--- src/rtl/systolic_pkg.sv ---
// Shared definitions for the systolic array: accumulator format, drain FSM
// states and the sign-magnitude to two's-complement lane conversion.
package systolic_pkg;

  // Accumulator layout: 1 sign bit, 7 integer bits, 8 fraction bits.
  localparam int SIGN_W = 1;
  localparam int INT_W  = 7;
  localparam int FRAC_W = 8;
  localparam int DATA_W = SIGN_W + INT_W + FRAC_W;

  typedef enum logic [1:0] {
    IDLE  = 2'd0,
    DRAIN = 2'd1,
    CLEAR = 2'd2,
    FLUSH = 2'd3
  } drain_state_e;

  // Sign-magnitude to two's complement. Negative zero collapses to zero
  // because negating a zero magnitude yields zero.
  function automatic logic [DATA_W-1:0] sm_to_twos(input logic [DATA_W-1:0] sm);
    logic [DATA_W-1:0] mag;
    mag = {1'b0, sm[DATA_W-2:0]};
    return sm[DATA_W-1] ? ('0 - mag) : mag;
  endfunction

endpackage

--- src/rtl/drain_fifo.sv ---
// Small synchronous FIFO buffering drained columns (data plus last tag).
module drain_fifo
  import systolic_pkg::*;
#(
  parameter int WIDTH = 65,
  parameter int DEPTH = 2
) (
  input  logic             clk,
  input  logic             rst_n,
  input  logic             push,
  input  logic [WIDTH-1:0] din,
  input  logic             pop,
  output logic [WIDTH-1:0] dout,
  output logic             full,
  output logic             empty
);

  localparam int AW = (DEPTH > 1) ? $clog2(DEPTH) : 1;
  localparam int CW = $clog2(DEPTH + 1);

  logic [WIDTH-1:0] mem [DEPTH];
  logic [AW-1:0]    wr_ptr;
  logic [AW-1:0]    rd_ptr;
  logic [CW-1:0]    count;
  logic             do_push;
  logic             do_pop;

  assign full    = (count == CW'(DEPTH));
  assign empty   = (count == '0);
  assign dout    = mem[rd_ptr];
  assign do_push = push && !full;
  assign do_pop  = pop && !empty;

  function automatic logic [AW-1:0] next_ptr(input logic [AW-1:0] p);
    return (p == AW'(DEPTH - 1)) ? '0 : p + AW'(1);
  endfunction

  // Storage write.
  // NOTE: the data array has no reset; validity is tracked by count alone,
  // so clearing storage would only cost flops and reset routing.
  always_ff @(posedge clk) begin
    if (do_push) mem[wr_ptr] <= din;
  end

  // Pointer and occupancy tracking.
  // NOTE: sequential state uses non-blocking assignments so every flop
  // samples pre-edge values regardless of statement order.
  always_ff @(posedge clk or negedge rst_n) begin
    if (!rst_n) begin
      wr_ptr <= '0;
      rd_ptr <= '0;
      count  <= '0;
    end else begin
      if (do_push) wr_ptr <= next_ptr(wr_ptr);
      if (do_pop)  rd_ptr <= next_ptr(rd_ptr);
      case ({do_push, do_pop})
        2'b10:   count <= count + CW'(1);
        2'b01:   count <= count - CW'(1);
        default: count <= count;
      endcase
    end
  end

endmodule

--- src/rtl/systolic_drain.sv ---
// Left-edge drain controller: shifts accumulators out of the array, buffers
// each column, streams column vectors on valid/ready, then clears the array.
module systolic_drain #(
  parameter int ROWS     = 4,
  parameter int COLS     = 4,
  parameter int DATA_W   = systolic_pkg::DATA_W,
  parameter int DEPTH    = 2,
  parameter int TWOS_OUT = 1
) (
  input  logic                   clk,
  input  logic                   rst_n,
  input  logic                   start,
  output logic                   busy,
  output logic                   done,
  input  logic [ROWS*DATA_W-1:0] col_in,
  output logic                   shift_out,
  output logic                   rst_output,
  output logic                   out_valid,
  input  logic                   out_ready,
  output logic [ROWS*DATA_W-1:0] out_data,
  output logic                   out_last
);

  import systolic_pkg::*;

  localparam int VW    = ROWS * DATA_W;
  localparam int FW    = VW + 1;
  localparam int CNT_W = (COLS > 1) ? $clog2(COLS) : 1;

  drain_state_e     state;
  drain_state_e     state_next;
  logic [CNT_W-1:0] col;
  logic             push;
  logic             pop;
  logic             last_hs;
  logic             fifo_full;
  logic             fifo_empty;
  logic [VW-1:0]    conv;
  logic [FW-1:0]    fifo_dout;

  // Per-lane conversion applied on the way into the FIFO.
  for (genvar r = 0; r < ROWS; r++) begin : g_lane
    if (TWOS_OUT != 0) begin : g_twos
      assign conv[r*DATA_W +: DATA_W] = sm_to_twos(col_in[r*DATA_W +: DATA_W]);
    end else begin : g_pass
      assign conv[r*DATA_W +: DATA_W] = col_in[r*DATA_W +: DATA_W];
    end
  end

  drain_fifo #(
    .WIDTH (FW),
    .DEPTH (DEPTH)
  ) u_fifo (
    .clk   (clk),
    .rst_n (rst_n),
    .push  (push),
    .din   ({(col == CNT_W'(COLS - 1)), conv}),
    .pop   (pop),
    .dout  (fifo_dout),
    .full  (fifo_full),
    .empty (fifo_empty)
  );

  // The output side is just the FIFO head; data is forced to zero when empty
  // so nothing stale is presented.
  assign out_valid = !fifo_empty;
  assign out_data  = out_valid ? fifo_dout[VW-1:0] : '0;
  assign out_last  = out_valid && fifo_dout[FW-1];
  assign pop       = out_valid && out_ready;
  assign last_hs   = pop && fifo_dout[FW-1];
  assign busy      = (state != IDLE);

  // State register.
  always_ff @(posedge clk or negedge rst_n) begin
    if (!rst_n) state <= IDLE;
    else        state <= state_next;
  end

  // Column counter: restarts on an accepted start, advances on every push.
  always_ff @(posedge clk or negedge rst_n) begin
    if (!rst_n)                        col <= '0;
    else if (state == IDLE && start)   col <= '0;
    else if (push)                     col <= col + CNT_W'(1);
  end

  // Next-state and control outputs. The last beat can complete while the
  // clear pulse is still out, so done is honoured in CLEAR as well as FLUSH.
  // NOTE: every output gets a default before the case so no latch is inferred.
  always_comb begin
    state_next = state;
    shift_out  = 1'b0;
    rst_output = 1'b0;
    push       = 1'b0;
    done       = 1'b0;
    case (state)
      IDLE: begin
        if (start) state_next = DRAIN;
      end
      DRAIN: begin
        shift_out = !fifo_full;
        push      = !fifo_full;
        if (!fifo_full && col == CNT_W'(COLS - 1)) state_next = CLEAR;
      end
      CLEAR: begin
        rst_output = 1'b1;
        done       = last_hs;
        state_next = last_hs ? IDLE : FLUSH;
      end
      FLUSH: begin
        done = last_hs;
        if (last_hs) state_next = IDLE;
      end
      default: state_next = IDLE;
    endcase
  end

endmodule

--- config.mk ---
export PLATFORM = sky130hd
export DESIGN_NAME = systolic_drain
export DESIGN_NICKNAME = d
export VERILOG_FILES = /design/src/rtl/systolic_pkg.sv /design/src/rtl/drain_fifo.sv /design/src/rtl/systolic_drain.sv
export SDC_FILE = /design/constraint.sdc
export NUM_CORES = 1
export LEC_CHECK = 0
export CORE_AREA = 2 2 131 133
export DETAILED_ROUTE_END_ITERATION = 8
export DIE_AREA = 0 0 133 135
export GPL_ROUTABILITY_DRIVEN = 0
export PLACE_DENSITY = 0.8
export SYNTH_ARGS = -nofsm -noshare
export SYNTH_HDL_FRONTEND = slang
export SYNTH_HIERARCHICAL = 1
export SYNTH_SLANG_ARGS = --single-unit
--- constraint.sdc ---
create_clock -name clk -period 4.27 [get_ports clk]
set_clock_uncertainty 0.1 [all_clocks]
set_input_delay 0.6405 -clock clk [delete_from_list [all_inputs] [get_ports clk]]
set_output_delay 0.6405 -clock clk [all_outputs]
set_load 0.005 [all_outputs]
# Word-level counts from Yosys, hierarchy flattened
# Memory sizes are Yosys's and may differ from the RTL's.
# Index checks and enable logic that the tools add are counted.
# word_totals
input_bits	68
wordCells	61
memories	1
reg_bits	8
mem_bits_rw	130
output_inout_bits	70
# op_classes
n_eq_ne	10
reduce_logical	16
muxes	20
n_addsub	9
# memory_table
name	depth	width	rd	rd_clocked_by_memory_dff	wr	line	source
u_fifo.mem	2	65	1	0	1	drain_fifo.sv:21	logic [WIDTH-1:0] mem [DEPTH];
# op_table
cell	n
$mux W16	4
$mux W64	1
$sub A1 B15 Y16 const A	4
$mux W2	6
$eq A2 B2 Y1 const B	5
$pmux W2 S4	1
$logic_and A1 B1 Y1	7
$mux W1	7
$ne A2 B2 Y1 const B	3
$reduce_bool A2 Y1	3
$add A2 B1 Y2 const B	2
$eq A2 B1 Y1 const B	2
$logic_not A2 Y1	2
$pmux W2 S2	1
$reduce_and A3 Y1	1
$add A1 B1 Y1 const B	2
$logic_not A1 Y1	2
$reduce_or A2 Y1	1
$sub A2 B1 Y2 const B	1

# Longest topological paths before layout
# Gate-level depths: netlist (run 1).
# depth
ltp_word	6
depth_mapped	8
depth_no_buf	8

# Cells and area by module
# The synthesis (run 1) kept the hierarchy.
# by_module_without_submodules
module	area_per_inst_um2	cells_each	instances
drain_fifo	5046.1	220	1
systolic_drain	1815.5	270	1

# Least setup slack after synthesis (run 1)
# Ideal clock, no wire load.
# synth_path
path_kind	reg2reg
start	reg u_fifo.count[0]
end	mem u_fifo.mem[0][0] (enable)
slack_ps	-357
stages_incl_launch_ff	6
n_path_buf	0
synth_period_minus_slack_ps	4627
required_time_ps	3681
arrival_time_ps	4038
setup_ps	489
cell_sequence	dfrtp_1 nand2b_1 inv_1 nor3b_1 nand2_1 nor2_1
# synth_between
elab_chain_cells	6
# synth_lines
item	line	source
start, declared	drain_fifo.sv:24	logic [CW-1:0] count;
start signal, assigned	drain_fifo.sv:57	2'b10: count <= count + CW'(1);
start signal, assigned	drain_fifo.sv:58	2'b01: count <= count - CW'(1);
start signal, assigned	drain_fifo.sv:59	default: count <= count;
$eq A2 B2 Y1	drain_fifo.sv:28	assign full = (count == CW'(DEPTH));
named net fifo_full	systolic_drain.sv:36	logic fifo_full;
$logic_not A1 Y1	-	
$mux W1	-	
named net shift_out	systolic_drain.sv:16	output logic shift_out,
$logic_and A1 B1 Y1	drain_fifo.sv:31	assign do_push = push && !full;
$mux W1	drain_fifo.sv:42	if (do_push) mem[wr_ptr] <= din;
$mux W1 (implied by the code)	drain_fifo.sv:42	
end, declared	drain_fifo.sv:21	
# The timed path passes the listed nets, and every way through them passes these cells.

# Worst setup path in the final report (run 1)
# layout_path
start	reg u_fifo.rd_ptr
end	out done
# layout_between
elab_chain_cells	3
# layout_lines
item	line	source
start, declared	drain_fifo.sv:23	logic [AW-1:0] rd_ptr;
start signal, assigned	drain_fifo.sv:55	if (do_pop) rd_ptr <= next_ptr(rd_ptr);
$mem_v2 Z2 W65	-	
named net fifo_dout[64]	systolic_drain.sv:39	logic [FW-1:0] fifo_dout;
$logic_and A1 B1 Y1	systolic_drain.sv:70	assign last_hs = pop && fifo_dout[FW-1];
$mux W1	systolic_drain.sv:95	case (state)
end, declared	systolic_drain.sv:14	output logic done,
# The timed path passes the listed nets, and every way through them passes these cells.

==> summary.txt, run 1 <==
Routing
  – Drt pass-1 iters: 4
  – Wire per inst: between 15 and 20 um
  – Vias: 4,225
  – Total routed wirelength: around 14 mm
  – Vias per cell: approximately 5
  – Antenna viol nets, final: 0
  – Post-route DRC: 0
  – 1st-iter DRT viols: 169

STA
  – Final Hold Viols: 0
  – Fin crit period: between 3 and 4 ns
  – Max_slew headroom: 0.4040
  – RSZ-0062 raised after global routing: no
  – Post-route clock period utilization: 0.7731
  – Final Setup Violations: 0
  – Fin. max-slew vios: 0
  – Actual slew at the worst max-slew pin: slightly below 0.9 ns
  – Setup TNS: 0 ns
  – Fmax: between 300 and 400 MHz

Die
  – Die Y: 135 um
  – Die area: 17,960 um2
  – IO Pins: roughly 140
  – Core Area: 16,410 um2
  – Die W: 133 um
  – Starting Density: 0.4182
  – Rows: 47

Power
  – LEAKAGE: 3.133 nW
  – VDD IR max: roughly 0.00027 V
  – Pwr dens: ~510 nW/um2

Yosys
  – Post-synthesis compound-gate area fraction: 0.04778
  – Post-synthesis sequential area ratio: 0.5981
  – Post-synth EDFFs: 130
  – Synth top area cells: edfxtp_1 (57%), mux2_4 (8.8%), xnor2_1 (7.1%)
  – Mapped Area: 6862 um2
  – Mux cell area share after synthesis: 0.1300
  – Synth Flop Type: edfxtp_1
  – Post-Synth Adder-Cell Area: 0.01094
  – Number of synthesized register bits: ~140
  – Syn. warnings: 6
  – Synth unique cells: 35
  – Asr flop ratio synth: 0.05797
  – Yosys top cell area share: 0.5689
  – Yosys top cell by area: edfxtp_1
  – Syn nets: about 560
  – Largest family of logic cells by synthesized area: multiplexers
  – Synthesized instance count: roughly 500
  – Post-synthesis xor/xnor area fraction: 0.07403
  – Post-Synth Simple-Gate Area: 0.1163
  – Synthesized area per cell: around 14 um2

Cells and area
  – Number of filler cells placed in the layout: 1,264
  – Multi-input logic area: between 2000 and 3000 um2
  – Reg area: approximately 4100 um2
  – # diodes: 0
  – Layout area overhead: 32.57%
  – Layout cell share with drive strength beyond 1: 0.1687
  – Nets: roughly 710
  – Final Non-Filler Cells: around 870
  – Leading cell types in the layout, fill and taps excluded: clkdlybuf4s50_1 (137), edfxtp_1 (130), nor2b_1 (67)
  – Most common cell after layout, fill and taps aside: clkdlybuf4s50_1

Global routing
  – Pin count of the biggest net entering global routing: 39
  – First-pass GRT wire length: between 20 and 25 mm
  – Number of global-route vias before repair: around 4.4k
  – GRT Util Overall: 0.1556
  – Initial antenna violation count: 0
  – Total grt overflow: 0

Status
  – Status: finished clean

Clocking
  – Root Driver: clkbuf_16
  – Worst-Skew Late Latency: 0.40 ns
  – TritonCTS Sinks: roughly 140
  – CTS tree: done
  – Resized cells post-CTS: 0
  – Clock slew at reported path FFs: about 0.050 ns
  – Num CTS Buffers: 17
  – CTS Hold Buffers Added: 0
  – Max clock buf depth: 2
  – CTS HTree Levels: 4
  – Post-CTS setup buffer count: 0

Critical path
  – Worst path arrival time: roughly 2.6 ns
  – Startpoint Class: register
  – Crit path kind: register to primary output
  – Type of destination of the critical path: primary output
  – Critical Path RT: approximately 3.5 ns
  – CP Max Fanout: 37

Job
  – Max cap viols: 0

Placed design
  – Post-DP HPWL: between 9 and 10 mm
  – Port Buffers: roughly 140
  – Cell Count Post-Placement: 834

Worst hold path
  – Hold crit path type: input pin to asynchronous set/reset pin
flip-flops by register name, indices dropped and copies added (netlist names):
register and flops:
u_fifo/mem 130, u_fifo/count 2, state 2, u_fifo/rd_ptr 1
col 2, u_fifo/wr_ptr 1
per-layer routing:
| layer | GRT usage | vias to the layer above | part of all wire |
|---|---|---|---|
| li1 | - | 2065 | - |
| met1 | 0.1841 | 2044 | 0.43 |
| met2 | 0.2832 | 103 | 0.52 |
| met3 | 0.03191 | 13 | 0.036 |
| met4 | 0.05197 | 0 | 0.011 |
| met5 | 0 | - | 0 |
synth_stat cells, types with 2 or more instances:
master and count:
edfxtp_1 130, o21ai_0 18, o41ai_1 7, xnor2_1 56, mux2_2 25, clkbuf_1 10
nor4_1 4, o31ai_1 15, nor2_1 12, xor2_1 2, buf_2 2, inv_1 13
a21oi_1 4, nand2_1 26, nor2b_1 67, mux2_4 40, or3_1 3, and3_1 2
o31a_1 4, nor3_1 7, or4_4 2, dfrtp_1 8, nand3_1 4, buf_6 5
nand2b_1 9, ha_1 6
logic make-up after synthesis:
family | after synthesis
simple gates | 142
xor+xnor | 58
flops | 138
mux | 66
fa+ha+maj | 6
compound gates | 49
buf+inv | 31
area by class of cell:
cell class	count	share of cell area
sequential	138	0.4516
multi-input combinational	321	0.2878
clock buffer	17	0.04677
timing repair buffer	142	0.1590
inverter	13	0.005365
tap	220	0.03026
clock inverter	15	0.01926
metrics by stage:
stage          hold slack, ns    util  cell area (um2)  worst slack (ns)  power, mW
6_report               0.4247  0.5544             9096            0.9690      4.678
2_1_floorplan          0.2449       -             6864            0.7278      2.453
3_3_place_gp           0.4313  0.5178             8496             1.406      3.241
4_1_cts                0.4104  0.5544             9096            0.9348      4.739
5_1_grt                0.4276  0.5544             9096            0.8569      4.891
3_5_place_dp           0.4402  0.5178             8496             1.378      3.260
critical path: stages (launching register included):
cell and delay, ns:
dfrtp_4 0.75, buf_12 0.33, mux2_2 0.38, and3_1 0.19, clkdlybuf4s50_1 0.44
power breakdown:
group | switching (mW) | total, mW | internal, mW
Sequential | 0.0867 | 1.60 | 1.52
Combinational | 0.600 | 1.60 | 1.00
Clock | 0.552 | 1.47 | 0.917
final timing paths:
check | slack [ns] | from | cells past startpoint | end
max in group asynchronous | 3.34 | rst_n | 1 | u_fifo/rd_ptr
max reg2reg | 1.37 | u_fifo/count[0] | 5 | u_fifo/mem[1][64]
min in group clk | 0.45 | u_fifo/count[1] | 1 | u_fifo/count[1]
min | 0.42 | rst_n | 1 | u_fifo/count[1]
min reg2reg | 0.45 | u_fifo/count[1] | 1 | u_fifo/count[1]
max | 0.97 | u_fifo/rd_ptr | 4 | done
Power figures use the tool's default switching activity.
==> inputs of run 2 (changes only) <==
PLACE_DENSITY = 0.78   (was 0.8)
clock period = 3.35 ns   (was 4.27 ns; I/O delays follow)
==> summary.txt, run 2 (same netlist as run 1, synthesis figures left out) <==
STA
  – Final Setup Violations: 0 (unchanged)
  – RSZ-0062 raised after global routing: no (unchanged)
  – Max_slew headroom: 0.4926 (was 0.4040)
  – Fmax: approximately 330 MHz
  – Actual slew at the worst max-slew pin: 0.7595 ns (was 0.8940 ns)
  – Final Hold Viols: 0 (unchanged)
  – Post-route clock period utilization: 0.9174
  – Setup TNS: 0 ns (unchanged)
  – Final worst setup slack: 0.2769 ns (was 0.9690 ns)
  – Fin crit period: slightly above 3 ns
  – Fin. max-slew vios: 0 (unchanged)

Routing
  – Drt pass-1 iters: 4 (unchanged)
  – Total routed wirelength: 13.53 mm (was 13.55 mm)
  – Vias: 4,254 (was 4,225)
  – Wire per inst: 15.59 um (was 15.64 um)
  – 1st-iter DRT viols: 241 (was 169)
  – Post-route DRC: 0 (unchanged)
  – Antenna viol nets, final: 0 (unchanged)
  – Vias per cell: 4.901 (was 4.879)

Critical path
  – Crit path kind: register to primary output (unchanged)
  – Startpoint Class: register (unchanged)
  – Cells on worst reg2reg path: 6 (was 5)
  – CP max stage cell: dfrtp_4 (unchanged)
  – Critical Path RT: 2.75 ns (was 3.53 ns)
  – Reg-to-reg slack, setup: 0.71 ns (was 1.37 ns)
  – Worst path arrival time: 2.47 ns (was 2.56 ns)
  – Slowest stage delay, CP: 0.78 ns (was 0.75 ns)
  – CP Cell Sequence: buf_4 > mux2_4 > nor2b_1 > clkdlybuf4s50_1 (was buf_12 > mux2_2 > and3_1 > clkdlybuf4s50_1)
  – Type of destination of the critical path: primary output (unchanged)
  – Worst path depth: 4 (unchanged)
  – CP bufs+invs: 2 (unchanged)
  – CP top delay family: buffers and inverters (unchanged)
  – CP Max Fanout: 31 (was 37)

Clocking
  – CTS tree: done (unchanged)
  – TritonCTS Sinks: 138 (unchanged)
  – Max clock buf depth: 2 (unchanged)
  – Root Driver: clkbuf_16 (unchanged)
  – Clock slew at reported path FFs: 0.06 ns (was 0.05 ns)
  – CTS Hold Buffers Added: 0 (unchanged)
  – Resized cells post-CTS: 0 (unchanged)
  – CTS HTree Levels: 4 (unchanged)
  – Post-CTS setup buffer count: 0 (unchanged)
  – Num CTS Buffers: 17 (unchanged)
  – Worst-Skew Late Latency: 0.41 ns (was 0.40 ns)

Die
  – Die W: 133 um (unchanged)
  – Rows: 47 (unchanged)
  – Die area: 17,960 um2 (unchanged)
  – Die Y: 135 um (unchanged)
  – Starting Density: 0.4182 (unchanged)
  – IO Pins: 138 (unchanged)
  – Core Area: 16,410 um2 (unchanged)

Global routing
  – Total grt overflow: 0 (unchanged)
  – First-pass GRT wire length: 21.64 mm (was 21.80 mm)
  – Initial antenna violation count: 0 (unchanged)
  – GRT Util Overall: 0.1553 (was 0.1556)
  – Pin count of the biggest net entering global routing: 34 (was 39)
  – Number of global-route vias before repair: 4,355 (was 4,377)

Cells and area
  – Biggest register: u_fifo/mem (unchanged)
  – Number of filler cells placed in the layout: 1,278 (was 1,264)
  – # diodes: 0 (unchanged)
  – Leading cell types in the layout, fill and taps excluded: clkdlybuf4s50_1 (137), edfxtp_1 (130), nor2b_1 (67) (unchanged)
  – Multi-input logic area: 2618 um2 (unchanged)
  – Final Non-Filler Cells: 868 (was 866)
  – Reg area: 4108 um2 (unchanged)
  – Layout area overhead: 33.52% (was 32.57%)
  – Layout cell share with drive strength beyond 1: 0.1744 (was 0.1687)
  – Nets: 710 (was 707)
  – Finished Cell Area: 9161 um2 (was 9096 um2)
  – Max reg flops: 130 (unchanged)
  – Most common cell after layout, fill and taps aside: clkdlybuf4s50_1 (unchanged)

Placed design
  – Dpl cell area: 8493 um2 (was 8496 um2)
  – Cell Count Post-Placement: 837 (was 834)
  – Port Buffers: 137 (unchanged)
  – Dpl ws: 0.6835 ns (was 1.378 ns)
  – Post-DP HPWL: 9.676 mm (was 9.551 mm)

Power
  – Pwr dens: 674.2 nW/um2 (was 514.2 nW/um2)
  – LEAKAGE: 3.182 nW (was 3.133 nW)
  – VDD IR max: 0.0003454 V (was 0.0002710 V)

Status
  – Status: finished clean (unchanged)

Job
  – Max cap viols: 0 (unchanged)

Worst hold path
  – Hold crit path type: input pin to asynchronous set/reset pin (unchanged)
run 2: worst paths after layout:
kind	startpoint	end
max in group asynchronous	rst_n	u_fifo/rd_ptr
min reg2reg	u_fifo/count[1]	u_fifo/count[1]
max	u_fifo/rd_ptr	out_data[48]
min	rst_n	state[1]
min in group clk	u_fifo/count[1]	u_fifo/count[1]
max reg2reg	u_fifo/count[0]	u_fifo/mem[0][3]
run 2: final cells by class:
class,count,share of cell area
Sequential cell,138,0.4484
Multi-Input combinational cell,321,0.2857
Timing Repair Buffer,145,0.1576
Clock buffer,17,0.04644
Tap cell,220,0.03005
Clock inverter,14,0.02650
Inverter,13,0.005326
run 2: power by group:
part	switching, mW	internal (mW)	leakage (nW)
Sequential	0.115	1.93	1.26
Combinational	0.754	1.28	1.61
Clock	0.698	1.40	0.317
run 2: stage by stage:
step           total power, mW  hold slack, ns  utilization
5_1_grt                  6.445          0.3157       0.5584
6_report                 6.177          0.2787       0.5584
4_1_cts                  6.260          0.2886       0.5584
3_5_place_dp             4.146          0.4465       0.5177
3_3_place_gp             4.108          0.4307       0.5177
2_1_floorplan            3.126          0.1069            -
run 2: per-layer routing:
metal  track usage  up-vias  share of wire
li1              -     2070              -
met1        0.1835     2060           0.42
met2        0.2723      106           0.52
met3       0.03979       18          0.044
met4       0.06093        0          0.015
met5             0        -              0
==> inputs of run 3 (changes only) <==
clock period = 2.9 ns   (was 3.35 ns; I/O delays follow)
==> summary.txt, run 3 (same netlist as run 1, synthesis figures left out) <==
Status
  – Status: finished clean (unchanged)

Cells and area
  – Max reg flops: 130 (unchanged)
  – # diodes: 0 (unchanged)
  – Layout area overhead: 33.26% (was 33.52%)
  – Biggest register: u_fifo/mem (unchanged)
  – Finished Cell Area: 9144 um2 (was 9161 um2)
  – Leading cell types in the layout, fill and taps excluded: clkdlybuf4s50_1 (137), edfxtp_1 (130), nor2b_1 (67) (unchanged)
  – Layout cell share with drive strength beyond 1: 0.1677 (was 0.1744)
  – Most common cell after layout, fill and taps aside: clkdlybuf4s50_1 (unchanged)
  – Nets: 711 (was 710)

Global routing
  – Number of global-route vias before repair: 4,690 (was 4,355)
  – Total grt overflow: 0 (unchanged)
  – GRT Util Overall: 0.1624 (was 0.1553)
  – Initial antenna violation count: 0 (unchanged)
  – First-pass GRT wire length: 22.98 mm (was 21.64 mm)
  – Pin count of the biggest net entering global routing: 34 (unchanged)

Clocking
  – CTS tree: done (unchanged)
  – TritonCTS Sinks: 138 (unchanged)
  – Num CTS Buffers: 17 (unchanged)
  – Max clock buf depth: 2 (unchanged)
  – Root Driver: clkbuf_16 (unchanged)
  – Clock slew at reported path FFs: 0.05 ns (was 0.06 ns)
  – CTS HTree Levels: 4 (unchanged)
  – Worst-Skew Late Latency: 0.40 ns (was 0.41 ns)

STA
  – Post-route clock period utilization: 0.9449
  – Final worst setup slack: 0.1599 ns (was 0.2769 ns)
  – Fin crit period: 2.740 ns
  – Fmax: between 300 and 400 MHz
  – RSZ-0062 raised after global routing: no (unchanged)
  – Final Setup Violations: 0 (unchanged)
  – Actual slew at the worst max-slew pin: 0.5596 ns (was 0.7595 ns)
  – Final Hold Viols: 0 (unchanged)
  – Setup TNS: 0 ns (unchanged)
  – Max_slew headroom: 0.6260 (was 0.4926)
  – Fin. max-slew vios: 0 (unchanged)

Critical path
  – Worst path arrival time: 2.21 ns (was 2.47 ns)
  – Critical Path RT: 2.37 ns (was 2.75 ns)
  – Crit path kind: register to primary output (unchanged)
  – Startpoint Class: register (unchanged)
  – Type of destination of the critical path: primary output (unchanged)
  – CP Max Fanout: 22 (was 31)
  – Slowest stage delay, CP: 0.59 ns (was 0.78 ns)
  – CP max stage cell: dfrtp_4 (unchanged)
  – CP Cell Sequence: buf_12 > mux2_4 > nor2b_1 > clkdlybuf4s50_1 (was buf_4 > mux2_4 > nor2b_1 > clkdlybuf4s50_1)

Power
  – Combinational fraction of design power: 0.368 (was 0.329)
  – Clock share of power: 0.295 (was 0.339)
  – Net switching power: 1.812 mW (was 1.568 mW)
  – LEAKAGE: 3.159 nW (was 3.182 nW)
  – Pint: 5.035 mW (was 4.609 mW)
  – VDD IR max: 0.0003895 V (was 0.0003454 V)
  – Switching share of power: 0.2646 (was 0.2538)
  – Reg power frac: 0.338 (was 0.332)
  – Pwr dens: 748.8 nW/um2 (was 674.2 nW/um2)

Routing
  – Vias: 4,340 (was 4,254)
  – Drt pass-1 iters: 4 (unchanged)
  – Total routed wirelength: 14.04 mm (was 13.53 mm)
  – Vias per cell: 4.989 (was 4.901)
  – 1st-iter DRT viols: 221 (was 241)
  – Antenna viol nets, final: 0 (unchanged)
  – Wire per inst: 16.13 um (was 15.59 um)
  – Post-route DRC: 0 (unchanged)

Placed design
  – Post-DP HPWL: 9.846 mm (was 9.676 mm)
  – Dpl ws: 0.2999 ns (was 0.6835 ns)
  – Dpl cell area: 8581 um2 (was 8493 um2)
  – Port Buffers: 137 (unchanged)

Job
  – Max cap viols: 0 (unchanged)

Worst hold path
  – Hold crit path type: input pin to asynchronous set/reset pin (unchanged)

Die
  – Core Area: 16,410 um2 (unchanged)
  – Rows: 47 (unchanged)
  – Die area: 17,960 um2 (unchanged)
  – Starting Density: 0.4182 (unchanged)
  – IO Pins: 138 (unchanged)
  – Die W: 133 um (unchanged)
  – Die Y: 135 um (unchanged)
==> run 3: changes by cell type in the layout (fill, tap and decap cells not counted) <==
cell and change:
buf_4 -7, clkinvlp_4 -1, buf_6 +1, inv_6 -4
nor3b_1 -1, clkinv_2 +3, buf_12 +7, bufinv_16 -4
clkinv_1 +1, clkbuf_1 +6, nor3b_2 +1
==> run 3: metrics by stage <==
step / total power, mW / std cells / util / hold WS, ns
CTS: 6.902 / 869 / 0.5563 / 0.2046
global placement: 4.834 / 837 / 0.5230 / 0.4293
global route: 7.163 / 870 / 0.5573 / 0.2286
detailed placement: 4.870 / 837 / 0.5230 / 0.4530
floorplan: 3.612 / 490 / - / 0.03941
finish: 6.847 / 870 / 0.5573 / 0.2169
==> run 3: layout make-up <==
cell class / instances / area, um2
fill: 1294 / 7263
sequential: 138 / 4108
tap: 220 / 275.3
multi-input combinational: 321 / 2623
timing repair buffer: 146 / 1543
clock inverter: 9 / 98.84
clock buffer: 23 / 447.9
inverter: 13 / 48.80
==> run 3: power by group through the flow <==
stage / Sequential [mW] / Combinational, mW / Clock, mW
after CTS: 2.34 / 2.50 / 2.06
final: 2.31 / 2.52 / 2.02
after detailed placement: 2.38 / 2.49 / 0
after global routing: 2.32 / 2.71 / 2.14
after floorplan: 2.29 / 1.32 / 0
after global placement: 2.38 / 2.45 / 0
==> run 3: timing repair <==
item,4_1_cts,5_1_grt
buffers inserted,0,1
gates resized for setup,0,1
endpoints found under the setup margin,0,26
hold buffers,0,0
==> run 3: path summary, 6_finish.rpt <==
path	from	end	slack (ns)	cells past startpoint
max	u_fifo/rd_ptr	out_data[22]	0.16	4
min	rst_n	col[0]	0.22	1
max reg2reg	u_fifo/count[0]	u_fifo/mem[0][19]	0.73	6
min reg2reg	u_fifo/count[1]	u_fifo/count[1]	0.46	1
max in group asynchronous	rst_n	u_fifo/rd_ptr	2.17	1
min in group clk	u_fifo/count[1]	u_fifo/count[1]	0.46	1
==> run 3: metal layers <==
metal	up-vias	part of all wire	GRT usage
met5	-	0	0
met4	0	0.015	0.05615
met3	17	0.041	0.04317
met2	112	0.51	0.2841
met1	2133	0.43	0.1944
li1	2078	-	-
==> run 3: worst max-delay path: cells and delay by family, from the launching register on <==
kind	cells	cell delay, ns
buffers and inverters	2	0.72
multiplexers	1	0.31
flip-flops	1	0.59
AND/OR/NAND/NOR	1	0.15
